$ cat src/rtl/ctrl_seq_if.sv
// Handshake and control bundle between fetch/decode, ctrl_seq and the datapath.
// slave is the sequencer side; master is the surrounding pipeline.
interface ctrl_seq_if #(
    parameter int ALUW = 5
);
    logic            instr_valid;
    logic            instr_ready;
    logic [4:0]      opcode;
    logic [ALUW-1:0] alu_op_in;
    logic            alu_ovf;
    logic            md_ready;
    logic            md_exc;
    logic            ctrl_valid;
    logic            br;
    logic            jp;
    logic            jal;
    logic            dmwe;
    logic            rwe;
    logic            rdst;
    logic            aluinb;
    logic [1:0]      rwd;
    logic [ALUW-1:0] aluop;
    logic            md_start;
    logic            md_op;
    logic [4:0]      exc_rd;
    logic [2:0]      exc_code;
    logic            illegal;

    modport slave (
        input  instr_valid, opcode, alu_op_in, alu_ovf, md_ready, md_exc,
        output instr_ready, ctrl_valid, br, jp, jal, dmwe, rwe, rdst, aluinb,
               rwd, aluop, md_start, md_op, exc_rd, exc_code, illegal
    );

    modport master (
        output instr_valid, opcode, alu_op_in, alu_ovf, md_ready, md_exc,
        input  instr_ready, ctrl_valid, br, jp, jal, dmwe, rwe, rdst, aluinb,
               rwd, aluop, md_start, md_op, exc_rd, exc_code, illegal
    );
endinterface

$ cat src/rtl/ctrl_seq.sv
// Multi-cycle instruction control sequencer: registered decode, mult/div stall
// with timeout, and an extra status-register write cycle on arithmetic exceptions.
module ctrl_seq #(
    parameter int ALUW       = 5,
    parameter int RSTAT      = 30,
    parameter int MD_TIMEOUT = 64,
    parameter int CNTW       = 7
) (
    input logic       clock,
    input logic       reset,
    ctrl_seq_if.slave bus
);
    typedef enum logic [2:0] {S_IDLE, S_EXEC, S_MD_WAIT, S_MD_DONE, S_EXC} state_t;

    typedef struct packed {
        logic            ctrl_valid;
        logic            br;
        logic            jp;
        logic            jal;
        logic            dmwe;
        logic            rwe;
        logic            rdst;
        logic            aluinb;
        logic [1:0]      rwd;
        logic [ALUW-1:0] aluop;
        logic            md_start;
        logic            md_op;
        logic [4:0]      exc_rd;
        logic [2:0]      exc_code;
        logic            illegal;
    } ctrl_t;

    localparam logic [ALUW-1:0] OP_ADD = ALUW'(0);
    localparam logic [ALUW-1:0] OP_SUB = ALUW'(1);
    localparam logic [ALUW-1:0] OP_MUL = ALUW'(6);
    localparam logic [ALUW-1:0] OP_DIV = ALUW'(7);
    localparam logic [CNTW-1:0] CNT_LAST = CNTW'(MD_TIMEOUT - 1);

    state_t          state_q, state_d;
    ctrl_t           ctrl_q, ctrl_d;
    logic [CNTW-1:0] cnt_q, cnt_d;
    logic [2:0]      pend_q, pend_d;
    logic            md_div_q, md_div_d;
    logic            md_exc_q, md_exc_d;

    ctrl_t      dec;
    logic       dec_md;
    logic       dec_div;
    logic [2:0] dec_exc;

    function automatic ctrl_t exc_ctrl(input logic [2:0] code);
        exc_ctrl            = '0;
        exc_ctrl.ctrl_valid = 1'b1;
        exc_ctrl.rwe        = 1'b1;
        exc_ctrl.rwd        = 2'b11;
        exc_ctrl.exc_rd     = 5'(RSTAT);
        exc_ctrl.exc_code   = code;
    endfunction

    // dec_exc is the exception code to raise if EXEC later sees alu_ovf
    always_comb begin
        dec            = '0;
        dec.ctrl_valid = 1'b1;
        dec_md         = 1'b0;
        dec_div        = 1'b0;
        dec_exc        = 3'd0;
        case (bus.opcode)
            5'b00000: begin
                if (bus.alu_op_in == OP_MUL || bus.alu_op_in == OP_DIV) begin
                    dec_md  = 1'b1;
                    dec_div = (bus.alu_op_in == OP_DIV);
                end else begin
                    dec.rwe   = 1'b1;
                    dec.rdst  = 1'b1;
                    dec.aluop = bus.alu_op_in;
                    if (bus.alu_op_in == OP_ADD)      dec_exc = 3'd1;
                    else if (bus.alu_op_in == OP_SUB) dec_exc = 3'd3;
                end
            end
            5'b00101: begin
                dec.rwe    = 1'b1;
                dec.aluinb = 1'b1;
                dec_exc    = 3'd2;
            end
            5'b00111: begin
                dec.dmwe   = 1'b1;
                dec.aluinb = 1'b1;
            end
            5'b01000: begin
                dec.rwe    = 1'b1;
                dec.aluinb = 1'b1;
                dec.rwd    = 2'b01;
            end
            5'b00001: dec.jp = 1'b1;
            5'b00011: begin
                dec.jp  = 1'b1;
                dec.jal = 1'b1;
                dec.rwe = 1'b1;
            end
            5'b00010, 5'b00110: begin
                dec.br    = 1'b1;
                dec.aluop = ALUW'(1);
            end
            default: dec.illegal = 1'b1;
        endcase
    end

    // ctrl_d holds the outputs for the state being entered, so every output is a flop
    always_comb begin
        state_d  = state_q;
        ctrl_d   = '0;
        cnt_d    = cnt_q;
        pend_d   = pend_q;
        md_div_d = md_div_q;
        md_exc_d = md_exc_q;
        case (state_q)
            S_IDLE: begin
                if (bus.instr_valid) begin
                    if (dec_md) begin
                        state_d         = S_MD_WAIT;
                        cnt_d           = '0;
                        md_div_d        = dec_div;
                        md_exc_d        = 1'b0;
                        ctrl_d.md_start = 1'b1;
                        ctrl_d.md_op    = dec_div;
                    end else begin
                        state_d = S_EXEC;
                        ctrl_d  = dec;
                        pend_d  = dec_exc;
                    end
                end
            end
            S_EXEC: begin
                if (bus.alu_ovf && pend_q != 3'd0) begin
                    state_d = S_EXC;
                    ctrl_d  = exc_ctrl(pend_q);
                end else begin
                    state_d = S_IDLE;
                end
            end
            S_MD_WAIT: begin
                cnt_d        = cnt_q + 1'b1;
                ctrl_d.md_op = md_div_q;
                if (bus.md_ready) begin
                    state_d           = S_MD_DONE;
                    md_exc_d          = bus.md_exc;
                    ctrl_d.ctrl_valid = 1'b1;
                    ctrl_d.rwe        = 1'b1;
                    ctrl_d.rdst       = 1'b1;
                    ctrl_d.rwd        = 2'b10;
                end else if (cnt_q == CNT_LAST) begin
                    state_d = S_EXC;
                    ctrl_d  = exc_ctrl(3'd6);
                end
            end
            S_MD_DONE: begin
                if (md_exc_q) begin
                    state_d = S_EXC;
                    ctrl_d  = exc_ctrl(md_div_q ? 3'd5 : 3'd4);
                end else begin
                    state_d = S_IDLE;
                end
            end
            S_EXC:   state_d = S_IDLE;
            default: state_d = S_IDLE;
        endcase
    end

    always_ff @(posedge clock or negedge reset) begin
        if (!reset) begin
            state_q  <= S_IDLE;
            ctrl_q   <= '0;
            cnt_q    <= '0;
            pend_q   <= 3'd0;
            md_div_q <= 1'b0;
            md_exc_q <= 1'b0;
        end else begin
            state_q  <= state_d;
            ctrl_q   <= ctrl_d;
            cnt_q    <= cnt_d;
            pend_q   <= pend_d;
            md_div_q <= md_div_d;
            md_exc_q <= md_exc_d;
        end
    end

    assign bus.instr_ready = reset && (state_q == S_IDLE);
    assign bus.ctrl_valid  = ctrl_q.ctrl_valid;
    assign bus.br          = ctrl_q.br;
    assign bus.jp          = ctrl_q.jp;
    assign bus.jal         = ctrl_q.jal;
    assign bus.dmwe        = ctrl_q.dmwe;
    assign bus.rwe         = ctrl_q.rwe;
    assign bus.rdst        = ctrl_q.rdst;
    assign bus.aluinb      = ctrl_q.aluinb;
    assign bus.rwd         = ctrl_q.rwd;
    assign bus.aluop       = ctrl_q.aluop;
    assign bus.md_start    = ctrl_q.md_start;
    assign bus.md_op       = ctrl_q.md_op;
    assign bus.exc_rd      = ctrl_q.exc_rd;
    assign bus.exc_code    = ctrl_q.exc_code;
    assign bus.illegal     = ctrl_q.illegal;
endmodule

$ cat src/flat_wrapper.sv
// flat-port wrapper written by rule: the top's interface ports become plain ports
module ctrl_seq_flat 
#(
    parameter int ALUW       = 5,
    parameter int RSTAT      = 30,
    parameter int MD_TIMEOUT = 64,
    parameter int CNTW       = 7
)
  (clock, reset, bus_instr_valid, bus_opcode, bus_alu_op_in, bus_alu_ovf, bus_md_ready, bus_md_exc, bus_instr_ready, bus_ctrl_valid, bus_br, bus_jp, bus_jal, bus_dmwe, bus_rwe, bus_rdst, bus_aluinb, bus_rwd, bus_aluop, bus_md_start, bus_md_op, bus_exc_rd, bus_exc_code, bus_illegal);
  ctrl_seq_if #(.ALUW(ALUW)) bus_i ();
  input logic clock;
  input logic reset;
  input wire logic [$bits(bus_i.instr_valid)-1:0] bus_instr_valid;
  input wire logic [$bits(bus_i.opcode)-1:0] bus_opcode;
  input wire logic [$bits(bus_i.alu_op_in)-1:0] bus_alu_op_in;
  input wire logic [$bits(bus_i.alu_ovf)-1:0] bus_alu_ovf;
  input wire logic [$bits(bus_i.md_ready)-1:0] bus_md_ready;
  input wire logic [$bits(bus_i.md_exc)-1:0] bus_md_exc;
  output wire logic [$bits(bus_i.instr_ready)-1:0] bus_instr_ready;
  output wire logic [$bits(bus_i.ctrl_valid)-1:0] bus_ctrl_valid;
  output wire logic [$bits(bus_i.br)-1:0] bus_br;
  output wire logic [$bits(bus_i.jp)-1:0] bus_jp;
  output wire logic [$bits(bus_i.jal)-1:0] bus_jal;
  output wire logic [$bits(bus_i.dmwe)-1:0] bus_dmwe;
  output wire logic [$bits(bus_i.rwe)-1:0] bus_rwe;
  output wire logic [$bits(bus_i.rdst)-1:0] bus_rdst;
  output wire logic [$bits(bus_i.aluinb)-1:0] bus_aluinb;
  output wire logic [$bits(bus_i.rwd)-1:0] bus_rwd;
  output wire logic [$bits(bus_i.aluop)-1:0] bus_aluop;
  output wire logic [$bits(bus_i.md_start)-1:0] bus_md_start;
  output wire logic [$bits(bus_i.md_op)-1:0] bus_md_op;
  output wire logic [$bits(bus_i.exc_rd)-1:0] bus_exc_rd;
  output wire logic [$bits(bus_i.exc_code)-1:0] bus_exc_code;
  output wire logic [$bits(bus_i.illegal)-1:0] bus_illegal;
  assign bus_i.instr_valid = bus_instr_valid;
  assign bus_i.opcode = bus_opcode;
  assign bus_i.alu_op_in = bus_alu_op_in;
  assign bus_i.alu_ovf = bus_alu_ovf;
  assign bus_i.md_ready = bus_md_ready;
  assign bus_i.md_exc = bus_md_exc;
  assign bus_instr_ready = bus_i.instr_ready;
  assign bus_ctrl_valid = bus_i.ctrl_valid;
  assign bus_br = bus_i.br;
  assign bus_jp = bus_i.jp;
  assign bus_jal = bus_i.jal;
  assign bus_dmwe = bus_i.dmwe;
  assign bus_rwe = bus_i.rwe;
  assign bus_rdst = bus_i.rdst;
  assign bus_aluinb = bus_i.aluinb;
  assign bus_rwd = bus_i.rwd;
  assign bus_aluop = bus_i.aluop;
  assign bus_md_start = bus_i.md_start;
  assign bus_md_op = bus_i.md_op;
  assign bus_exc_rd = bus_i.exc_rd;
  assign bus_exc_code = bus_i.exc_code;
  assign bus_illegal = bus_i.illegal;
  ctrl_seq #(.ALUW(ALUW), .RSTAT(RSTAT), .MD_TIMEOUT(MD_TIMEOUT), .CNTW(CNTW)) u_core (.clock(clock), .reset(reset), .bus(bus_i));
endmodule
$ cat config.mk
export PLATFORM = sky130hd
export DESIGN_NAME = ctrl_seq_flat
export DESIGN_NICKNAME = d
export VERILOG_FILES = /design/src/rtl/ctrl_seq_if.sv /design/src/rtl/ctrl_seq.sv /design/src/flat_wrapper.sv
export SDC_FILE = /design/constraint.sdc
export NUM_CORES = 1
export LEC_CHECK = 0
export CELL_PAD_IN_SITES_DETAIL_PLACEMENT = 0
export CELL_PAD_IN_SITES_GLOBAL_PLACEMENT = 1
export CORE_MARGIN = 2
export CORE_UTILIZATION = 40
export CTS_CLUSTER_SIZE = 24
export DETAILED_ROUTE_END_ITERATION = 7
export GPL_ROUTABILITY_DRIVEN = 0
export GPL_TIMING_DRIVEN = 0
export HOLD_SLACK_MARGIN = 0.06
export PLACE_DENSITY_LB_ADDON = 0.1
export SLEW_MARGIN = 20
export SYNTH_ARGS = -nofsm -noshare
export SYNTH_HDL_FRONTEND = slang
export SYNTH_SLANG_ARGS = --single-unit
$ cat constraint.sdc
create_clock -name clock -period 3.2 [get_ports clock]
set_clock_uncertainty 0.1 [all_clocks]
set_input_delay 0.8 -clock clock [delete_from_list [all_inputs] [get_ports clock]]
set_output_delay 0.8 -clock clock [all_outputs]
set_load 0.01 [all_outputs]
==> results of run 1 <==
## synthesized netlist by cell type, types with 2 or more instances
library cell  instances
and2_1                2
nor2b_1               2
inv_1                 4
dfrtp_1              36
buf_4                 5
nor2_1                5
or3_1                 5
nand3_1               8
buf_2                 3
or4_1                 2
o31ai_1               3
nor4_1                2
nor3_1                2
o21ai_0               8
a22o_1                3
and3_1                2
a21oi_1              11
nand2b_1              4
nor3b_1               4
nand2_1              11
## routing by layer
metal | vias up | track usage
met2 | 34 | 0.254
met4 | 0 | 0.0600
met5 | - | 0
met1 | 633 | 0.241
met3 | 5 | 0.0568
li1 | 627 | -
## cells by family after synthesis
group                    count (synthesis)  synth area share
AND/OR/NAND/NOR                         61             0.240
flip-flops                              36             0.539
buffers and inverters                   14            0.0516
XOR/XNOR                                 1           0.00524
adder cells (fa/ha/maj)                  1           0.00748
AO/OA/AOI/OAI                           33             0.139
other                                    1           0.00224
multiplexers                             2            0.0157
## final timing paths
kind	from	to	slack (ns)
max	reset	bus_instr_ready	0.19
min	reset	u_core.bus.md_start$_DFF_PN0_	0.28
max reg2reg	u_core.state_q[2]$_DFFE_PN0P_	u_core.md_div_q$_DFFE_PN0P_	1.11
min reg2reg	u_core.pend_q[1]$_DFFE_PN0P_	u_core.pend_q[1]$_DFFE_PN0P_	0.44
max in group asynchronous	reset	u_core.bus.aluop[3]$_DFF_PN0_	2.33
min in group clock	u_core.pend_q[1]$_DFFE_PN0P_	u_core.pend_q[1]$_DFFE_PN0P_	0.44
## final cells by class
cell class	count	area, sq um	share of cell area
Sequential cell	36	901	0.397
Multi-Input combinational cell	99	686	0.302
Clock inverter	1	30.0	0.0132
Clock buffer	7	96.3	0.0425
Tap cell	50	62.6	0.0276
Buffer	10	71.3	0.0315
Inverter	4	15.0	0.00662
Timing Repair Buffer	39	405	0.179
## power by group through the flow
stage,registers (W),clock network [W],logic [W]
2_1_floorplan,0.000478,0,0.0000355
4_1_cts,0.000467,0.000445,0.0000883
6_report,0.000468,0.000435,0.0000878
5_1_grt,0.000469,0.000473,0.0000965
3_3_place_gp,0.000476,0,0.0000831
3_5_place_dp,0.000476,0,0.0000881
## flip-flops by register name, indices dropped and copies added (netlist names), 2 cells and up
register / flops
u_core.bus.aluop: 5
u_core.state_q: 3
u_core.cnt_q: 7
u_core.bus.exc_code: 3
u_core.pend_q: 2
u_core.bus.rwd: 2
## what timing repair did
action	4_1_cts	5_1_grt
hold buffers	0	0
endpoints found under the setup margin	0	1
gates resized for setup	0	1
## metrics by stage
stage / area (sq um) / power (W) / setup TNS, ns / utilization
detailed placement: 2140 / 0.000564 / 0 / 0.535
finish: 2270 / 0.000990 / 0 / 0.567
global placement: 2120 / 0.000559 / -1.12 / 0.529
floorplan: 1670 / 0.000513 / 0 / -
global route: 2270 / 0.00104 / 0 / 0.567
CTS: 2260 / 0.00100 / 0 / 0.566
==> results by group, run 1 <==
Status
  • Status: completed

Setup path
  • Critical path peak fanout: 25
  • WP data arrival: 2.11 ns
  • Critical-path top delay cell: clkdlybuf4s50_1
  • Worst path max stage delay: about 0.60 ns
  • WP depth: 4
  • Worst Path Required: 2.30 ns
  • CP Cell Sequence: clkbuf_4 > buf_16 > nor4b_1 > clkdlybuf4s50_1
  • Setup crit end kind: output port
  • CP startpoint kind: input pin
  • Setup Crit Path Kind: input pin to output port
  • R2R cell count: 5
  • CP Buf/Inv Count: 3
  • Crit-path leading delay family: buffers and inverters

Timing
  • Final hold vios: 0
  • WHS: 0.284 ns
  • Fmax: 332 MHz
  • RSZ-0062 raised after global routing: false
  • Final Max Slew Viols: 0
  • PnR worst setup slack: 0.192 ns
  • Setup Viol. Count Final: 0
  • Minimum clock period: 3.01 ns
  • Final Cycle Share: 0.940

Yosys
  • Top FF cell, synth: dfrtp_1
  • Post-synth top area cell: dfrtp_1
  • Post-Synthesis Cells: roughly 150
  • Sequential area share after synthesis: 0.539
  • Ys Warns: 0
  • Synthesized Nets: approximately 170
  • Cell variety after synth: 47
  • Synthesized flop and latch total: 36
  • Post-Syn Area per Cell: 11.2 sq um
  • Largest cells by area after synthesis: dfrtp_1, a21oi_1, nand2_1
  • Ys async rst share: 1.00
  • EDFF count, synth: 0
  • Synth top area share: 0.539
  • Post-Syn Area: 1670 sq um

Cells and area
  • Layout overhead on the synthesized area: 35.5%
  • Most common cell after layout, fill and taps aside: clkdlybuf4s50_1
  • Layout fillers: 351
  • Share of layout cells above drive strength 1: 0.153
  • Finished Layout Cells: 246
  • Final net count: 212
  • N_diodes: 0
  • Most frequent cells in the layout: clkdlybuf4s50_1, dfrtp_1, nand2_1, a21oi_1

GRT
  • GR Overflow Total: 0
  • Initial antenna violation count: 0
  • Number of global-route vias before repair: 1174
  • First-pass GRT wire length: ~5800 um
  • Gr usage total: 0.174
  • Largest net degree at the start of global routing: 26

Clock network
  • Reg clk slew, reported paths: approximately 0.07 ns
  • TritonCTS clock tree: built
  • Clock insertion delay at the later pin of the skew report: slightly below 0.3 ns
  • Setup bufs post-CTS: 0
  • CTS buffer count: 5
  • CTS root buf: clkbuf_8
  • CTS Buffer Depth: 2
  • CTS sink cnt: 36
  • H-tree levels: 2

Power and ir drop
  • Int Power: 0.000780 W
  • Psw: 0.000210 W
  • Switch share: 0.212
  • Flop pwr share: 0.472
  • Power share of the clock group: 0.439
  • P_leak: 0.993 nW
  • Power Density: 437 nW/um^2
  • Comb power frac: 0.089
  • VDD IR-drop max: 0.000246 V

Worst hold path
  • HP Class: input pin to async pin

Die
  • Die ar.: 4720 sq um
  • I/O pin cnt: 43
  • Die H: 68.7 um
  • Die W: 68.7 um
  • Core box area: 4000 sq um
  • Initial Utilization: 0.418
  • Row cnt: 23

Detailed routing
  • WL met2: roughly 1600 um
  • M1 wire length: roughly 1800 um
  • Vias per cell: 5.28
  • Drt pass-1 iters: 4
  • Via count: 1299
  • Drt wl/cell: 14.8 um
  • Met3 Routed Length: 204 um
  • Drt total wl: 3640 um
  • DR iter-0 viols: 43
  • Max layer used: met4
  • DR DRC count: 0
  • ANT nets after route: 0

Placement
  • Placed cell count: 238
  • Dpl ws: 0.0981 ns
  • Port Buffer Count: 38
  • DP HPWL: 2670 um

Job
  • # Max-Cap Violations: 0
(Power assumes the default switching activity.)
==> inputs of run 2 (changes only) <==
--- a/config.mk
+++ b/config.mk
@@ -5,10 +5,11 @@
 export SDC_FILE = /design/constraint.sdc
 export NUM_CORES = 1
 export LEC_CHECK = 0
+export ABC_AREA = 1
 export CELL_PAD_IN_SITES_DETAIL_PLACEMENT = 0
 export CELL_PAD_IN_SITES_GLOBAL_PLACEMENT = 1
 export CORE_MARGIN = 2
-export CORE_UTILIZATION = 40
+export CORE_UTILIZATION = 39
 export CTS_CLUSTER_SIZE = 24
 export DETAILED_ROUTE_END_ITERATION = 7
 export GPL_ROUTABILITY_DRIVEN = 0
==> run 2 against run 1 <==
Net effect:
- wire length fell by 4.1%
- design area up 4.5%
- sequential share of layout area fell by 1.7 points
- power increased by 34%
- critical path depth rose by 1
- core utilization fell by 2.3 points
- register-to-register slack better by 0.61 ns
- flip-flop and latch count is the same
- cell count grew 24%
- maximum frequency up 3.2%
- critical endpoint unchanged
==> results by group, run 2 <==
Placement
  • Dpl cell area: 2260 sq um (+5.7%)
  • Dpl ws: 0.241 ns (+0.143 ns)
  • Port Buffer Count: 41 (+7.9%)
  • DP HPWL: 2810 um (+5.3%)

Yosys
  • Cell variety after synth: 30 (-36%)
  • Sequential area share after synthesis: 0.511 (-0.0275)
  • Count leader, synth: nand2_1
  • Top FF cell, synth: dfrtp_1
  • Synthesized Nets: 220 (+33%)
  • EDFF count, synth: 0 (unchanged)
  • Ys Warns: 0 (unchanged)
  • Synth top area share: 0.511 (-0.0275)
  • Ys async rst share: 1.00 (unchanged)
  • Largest cells by area after synthesis: dfrtp_1, nand2_1, inv_1
  • Synthesized flop and latch total: 36 (unchanged)
  • Post-Synthesis Cells: 203 (+36%)
  • Post-Syn Area per Cell: 8.68 sq um (-23%)
  • Commonest cells post-synth: nand2_1, dfrtp_1, inv_1
  • Post-synth top area cell: dfrtp_1
  • Post-Syn Area: 1760 sq um (+5.4%)

Clock network
  • CTS root buf: clkbuf_8
  • TritonCTS clock tree: built
  • H-tree levels: 2 (unchanged)
  • CTS resizes: 0 (unchanged)
  • CTS sink cnt: 36 (unchanged)
  • CTS buffer count: 5 (unchanged)
  • Setup bufs post-CTS: 0 (unchanged)
  • CTS Buffer Depth: 2 (unchanged)
  • Reg clk slew, reported paths: 0.07 ns (about the same)
  • Clock insertion delay at the later pin of the skew report: 0.28 ns (about the same)
  • CTS Hold Buffers Added: 0 (unchanged)

Setup path
  • Crit-path leading delay family: buffers and inverters
  • R2R setup slack: 1.72 ns (+0.61 ns)
  • Setup crit end kind: output port
  • R2R cell count: 7 (+2)
  • WP data arrival: 2.01 ns (-0.10 ns)
  • Worst Path Required: 2.30 ns (about the same)
  • Worst R2R Start: u_core.cnt_q[0]$_DFFE_PN0P_
  • CP Cell Sequence: buf_2 > buf_16 > inv_1 > nor2_1 > clkdlybuf4s50_1
  • Setup Crit Path Kind: input pin to output port
  • CP Buf/Inv Count: 4 (+1)
  • Critical path peak fanout: 24 (-4.0%)
  • FF-to-FF End: u_core.bus.rwe$_DFF_PN0_
  • Worst path max stage delay: 0.53 ns (-0.07 ns)
  • CP startpoint kind: input pin
  • Critical-path top delay cell: clkdlybuf4s50_1

Status
  • Status: completed

Cells and area
  • Largest Register: u_core.cnt_q
  • Area taken by multi-input logic gates: 706 sq um (+2.9%)
  • Finished layout cell area: 2370 sq um (+4.5%)
  • Layout fillers: 415 (+18%)
  • Max reg flops: 7 (unchanged)
  • Final net count: 269 (+27%)
  • Most common cell after layout, fill and taps aside: nand2_1
  • Most frequent cells in the layout: nand2_1, clkdlybuf4s50_1, dfrtp_1
  • Sequential Area: 901 sq um (unchanged)
  • Share of layout cells above drive strength 1: 0.170 (+0.0169)
  • Layout overhead on the synthesized area: 34.4%
  • N_diodes: 0 (unchanged)

Job
  • # Max-Cap Violations: 0 (unchanged)

Detailed routing
  • Drt wl/cell: 11.4 um (-23%)
  • Via count: 1384 (+6.5%)
  • ANT nets after route: 0 (unchanged)
  • DR iter-0 viols: 65 (+51%)
  • DR DRC count: 0 (unchanged)
  • Drt pass-1 iters: 4 (unchanged)
  • Vias per cell: 4.54 (-14%)
  • Drt total wl: 3490 um (-4.1%)

Die
  • Die ar.: 5070 sq um (+7.6%)
  • Row cnt: 24 (+4.3%)
  • Initial Utilization: 0.405 (-0.0133)
  • Die H: 71.2 um (+3.7%)
  • I/O pin cnt: 43 (unchanged)
  • Core box area: 4350 sq um (+8.9%)
  • Die W: 71.2 um (+3.7%)

Power and ir drop
  • Power Density: 559 nW/um^2 (+28%)
  • VDD IR-drop max: 0.000279 V (+13%)
  • P_leak: 1.21 nW (+22%)

Timing
  • Fmax: 343 MHz (+3.2%)
  • Setup Viol. Count Final: 0 (unchanged)
  • Final Cycle Share: 0.911 (-0.0293)
  • Final hold vios: 0 (unchanged)
  • Minimum clock period: 2.91 ns (-0.0937 ns)
  • Final Max Slew Viols: 0 (unchanged)
  • PnR worst setup slack: 0.285 ns (+0.0937 ns)
  • RSZ-0062 raised after global routing: false

GRT
  • First-pass GRT wire length: 6150 um (+5.8%)
  • Gr usage total: 0.158 (-0.0162)
  • Initial antenna violation count: 0 (unchanged)
  • GR Overflow Total: 0 (unchanged)
  • Number of global-route vias before repair: 1334 (+14%)
  • Largest net degree at the start of global routing: 25 (-3.8%)

Worst hold path
  • HP Class: input pin to async pin
==> run 2: through the flow <==
step                cells   util  hold slack (ns)  TNS (ns)  power [W]
finish                305  0.544            0.322         0    0.00132
global placement      296  0.514            0.365    -0.940   0.000949
detailed placement    297  0.519            0.367         0   0.000954
CTS                   305  0.544            0.326         0    0.00135
global route          305  0.544            0.314         0    0.00143
floorplan             203      -            0.342         0   0.000831
==> run 2: where the power goes <==
| part | switching (W) | internal, W |
|---|---|---|
| clock | 0.000152 | 0.000231 |
| combinational | 0.000203 | 0.000150 |
| sequential | 0.0000591 | 0.000529 |
==> run 2: kinds of logic (layout without fill, tap and decap cells) <==
| logic type | count (synthesis) | after routing | share of synthesized area |
|---|---|---|---|
| AO/OA/AOI/OAI | 16 | 16 | 0.0547 |
| flip-flops | 36 | 36 | 0.511 |
| buffers and inverters | 37 | 87 | 0.0887 |
| AND/OR/NAND/NOR | 112 | 112 | 0.336 |
| adder cells (fa/ha/maj) | 1 | 1 | 0.00710 |
| other | 1 | 1 | 0.00213 |
==> run 2: worst max path at each step <==
stage               startpoint              end  slack [ns]  cells past startpoint
global route             reset  bus_instr_ready        0.18                      5
CTS                      reset  bus_instr_ready        0.24                      5
floorplan                reset  bus_instr_ready        1.31                      2
finish                   reset  bus_instr_ready        0.29                      5
global placement         reset  bus_instr_ready       -0.94                      4
detailed placement       reset  bus_instr_ready        0.24                      5
==> run 2: cell type report <==
class	instances	share of cell area
Timing Repair Buffer	42	0.183
Sequential cell	36	0.380
Multi-Input combinational cell	130	0.298
Tap cell	52	0.0275
Clock buffer	6	0.0306
Clock inverter	2	0.0148
Inverter	33	0.0534
Buffer	4	0.0127
==> run 2: layer usage <==
| layer | vias to the layer above | global-route usage | wire length (um) |
|---|---|---|---|
| li1 | 722 | - | - |
| met1 | 631 | 0.223 | 1620 |
| met2 | 27 | 0.233 | 1660 |
| met3 | 4 | 0.0492 | 179 |
| met4 | 0 | 0.0503 | 27 |
| met5 | - | 0 | 0 |
==> inputs of run 3 (changes only) <==
--- a/config.mk
+++ b/config.mk
@@ -16,6 +16,7 @@
 export GPL_TIMING_DRIVEN = 0
 export HOLD_SLACK_MARGIN = 0.06
 export PLACE_DENSITY_LB_ADDON = 0.1
+export SETUP_SLACK_MARGIN = 0.2
 export SLEW_MARGIN = 20
 export SYNTH_ARGS = -nofsm -noshare
 export SYNTH_HDL_FRONTEND = slang
==> run 3 against run 2 <==
Net effect:
- core utilization is 0.057 points higher
- die area stayed put
- via count stayed put
- count of clock-buffer cells in the layout stayed put
- non-clock buffer count stayed put
- critical path type unchanged
==> results by group, run 3 (same netlist as run 2, synthesis figures left out) <==
Worst hold path
  • HP Class: input pin to async pin

Setup path
  • CP startpoint kind: input pin
  • Worst R2R Start: u_core.cnt_q[0]$_DFFE_PN0P_
  • FF-to-FF End: u_core.bus.rwe$_DFF_PN0_
  • WP depth: 5 (unchanged)
  • Setup Crit Path Kind: input pin to output port
  • WP data arrival: 1.94 ns (-0.07 ns)
  • R2R cell count: 7 (unchanged)
  • Crit-path leading delay family: buffers and inverters
  • Setup crit end kind: output port
  • Worst path max stage delay: 0.53 ns (about the same)
  • Worst setup path endpoint: bus_instr_ready
  • CP Launch Point: reset
  • Critical-path top delay cell: clkdlybuf4s50_1
  • CP Buf/Inv Count: 4 (unchanged)
  • Worst Path Required: 2.30 ns (about the same)
  • CP Cell Sequence: clkbuf_4 > buf_16 > inv_1 > nor2_1 > clkdlybuf4s50_1
  • R2R setup slack: 1.72 ns (about the same)
  • Critical path peak fanout: 24 (unchanged)

Detailed routing
  • Drt total wl: 3490 um (about the same)
  • ANT nets after route: 0 (unchanged)
  • DR iter-0 viols: 65 (unchanged)
  • Vias per cell: 4.54 (unchanged)
  • Drt wl/cell: 11.4 um (about the same)
  • DR DRC count: 0 (unchanged)
  • Via count: 1384 (unchanged)
  • Drt pass-1 iters: 4 (unchanged)

Cells and area
  • Most frequent cells in the layout: nand2_1, clkdlybuf4s50_1, dfrtp_1
  • Layout overhead on the synthesized area: 34.5%
  • Most common cell after layout, fill and taps aside: nand2_1
  • Final net count: 269 (unchanged)
  • Finished Layout Cells: 305 (unchanged)
  • Max reg flops: 7 (unchanged)
  • Finished layout cell area: 2370 sq um (+0.11%)
  • Share of layout cells above drive strength 1: 0.170 (unchanged)
  • Largest Register: u_core.cnt_q
  • N_diodes: 0 (unchanged)

Die
  • Die W: 71.2 um (unchanged)
  • Initial Utilization: 0.405 (unchanged)
  • Die ar.: 5070 sq um (unchanged)
  • Die H: 71.2 um (unchanged)
  • Core box area: 4350 sq um (unchanged)
  • I/O pin cnt: 43 (unchanged)
  • Row cnt: 24 (unchanged)

Timing
  • Final hold vios: 0 (unchanged)
  • Final Max Slew Viols: 0 (unchanged)
  • Final Cycle Share: 0.887 (-0.0241)
  • PnR worst setup slack: 0.362 ns (+0.0771 ns)
  • Minimum clock period: 2.84 ns (-0.0771 ns)
  • Setup Viol. Count Final: 0 (unchanged)
  • Fin Setup TNS: 0 ns (unchanged)
  • Fmax: 352 MHz (+2.7%)
  • RSZ-0062 raised after global routing: false

Placement
  • DP HPWL: 2810 um (unchanged)
  • Dpl cell area: 2260 sq um (unchanged)
  • Port Buffer Count: 41 (unchanged)
  • Placed cell count: 297 (unchanged)
  • Dpl ws: 0.241 ns (unchanged)

Power and ir drop
  • Power share of the clock group: 0.289 (about the same)
  • Int Power: 0.000910 W (about the same)
  • Comb power frac: 0.267 (about the same)
  • Switch share: 0.312 (about the same)
  • VDD IR-drop max: 0.000279 V (about the same)
  • Psw: 0.000414 W (about the same)
  • Tot Pwr: 0.00132 W (about the same)
  • Flop pwr share: 0.444 (about the same)
  • Power Density: 558 nW/um^2 (about the same)
  • P_leak: 1.21 nW (about the same)

GRT
  • Number of global-route vias before repair: 1334 (unchanged)
  • First-pass GRT wire length: 6150 um (unchanged)
  • Initial antenna violation count: 0 (unchanged)
  • GR Overflow Total: 0 (unchanged)
  • Gr usage total: 0.158 (unchanged)
  • Largest net degree at the start of global routing: 25 (unchanged)

Clock network
  • CTS root buf: clkbuf_8
  • H-tree levels: 2 (unchanged)
  • CTS Buffer Depth: 2 (unchanged)
  • Clock insertion delay at the later pin of the skew report: 0.28 ns (about the same)
  • Reg clk slew, reported paths: 0.07 ns (about the same)
  • CTS buffer count: 5 (unchanged)
  • Setup bufs post-CTS: 0 (unchanged)
  • TritonCTS clock tree: built
  • CTS sink cnt: 36 (unchanged)

Status
  • Status: completed

Job
  • # Max-Cap Violations: 0 (unchanged)
run 3: changes by cell type in the layout (fill, tap and decap cells not counted), sizes merged:
cell,change
buf,-1
clkbuf,+1
run 3: cell type report:
type,instances,area [sq um]
fill,414,1980
inverter,33,126
tap,52,65.1
buffer,4,30.0
multi-input combinational,130,706
clock inverter,2,35.0
clock buffer,6,72.6
timing repair buffer,42,435
sequential,36,901
run 3: worst min-delay path by stage:
stage	cells after the start	slack [ns]	endpoint
3_5_place_dp	2	0.37	u_core.md_exc_q$_DFFE_PN0P_
5_1_grt	1	0.28	u_core.bus.exc_code[1]$_DFF_PN0_
6_report	1	0.30	u_core.bus.exc_code[0]$_DFF_PN0_
2_1_floorplan	2	0.34	u_core.md_exc_q$_DFFE_PN0P_
4_1_cts	1	0.33	u_core.bus.exc_code[1]$_DFF_PN0_
3_3_place_gp	2	0.36	u_core.md_exc_q$_DFFE_PN0P_
run 3: repair_timing:
| item | in CTS | in global routing |
|---|---|---|
| gates resized for setup | 0 | 1 |
| endpoints found under the setup margin | 0 | 1 |
| hold buffers | 0 | 0 |
run 3: power groups by stage:
stage	Combinational, W	Sequential, W	Clock [W]
after floorplan	0.000239	0.000592	0
after global placement	0.000352	0.000598	0
after detailed placement	0.000357	0.000597	0
after CTS	0.000358	0.000588	0.000399
after global routing	0.000403	0.000600	0.000422
final	0.000353	0.000588	0.000383
run 3: metrics by stage:
step | util | hold WS [ns]
5_1_grt | 0.545 | 0.278
2_1_floorplan | - | 0.342
6_report | 0.545 | 0.296
3_3_place_gp | 0.514 | 0.365
3_5_place_dp | 0.519 | 0.367
4_1_cts | 0.544 | 0.326
run 3: layer usage:
layer | GRT usage | wire, um | vias up
met2 | 0.233 | 1660 | 27
met1 | 0.223 | 1620 | 631
li1 | - | - | 722
met5 | 0 | 0 | -
met3 | 0.0492 | 179 | 4
met4 | 0.0503 | 27 | 0
run 3: worst reg2reg max path: stages, from the launching register on:
cell	delay, ns
dfrtp_1	0.41
ha_1	0.23
nand3_1	0.12
nor2_1	0.09
inv_1	0.10
nor2_1	0.05
nor2_1	0.21
nand2_1	0.08
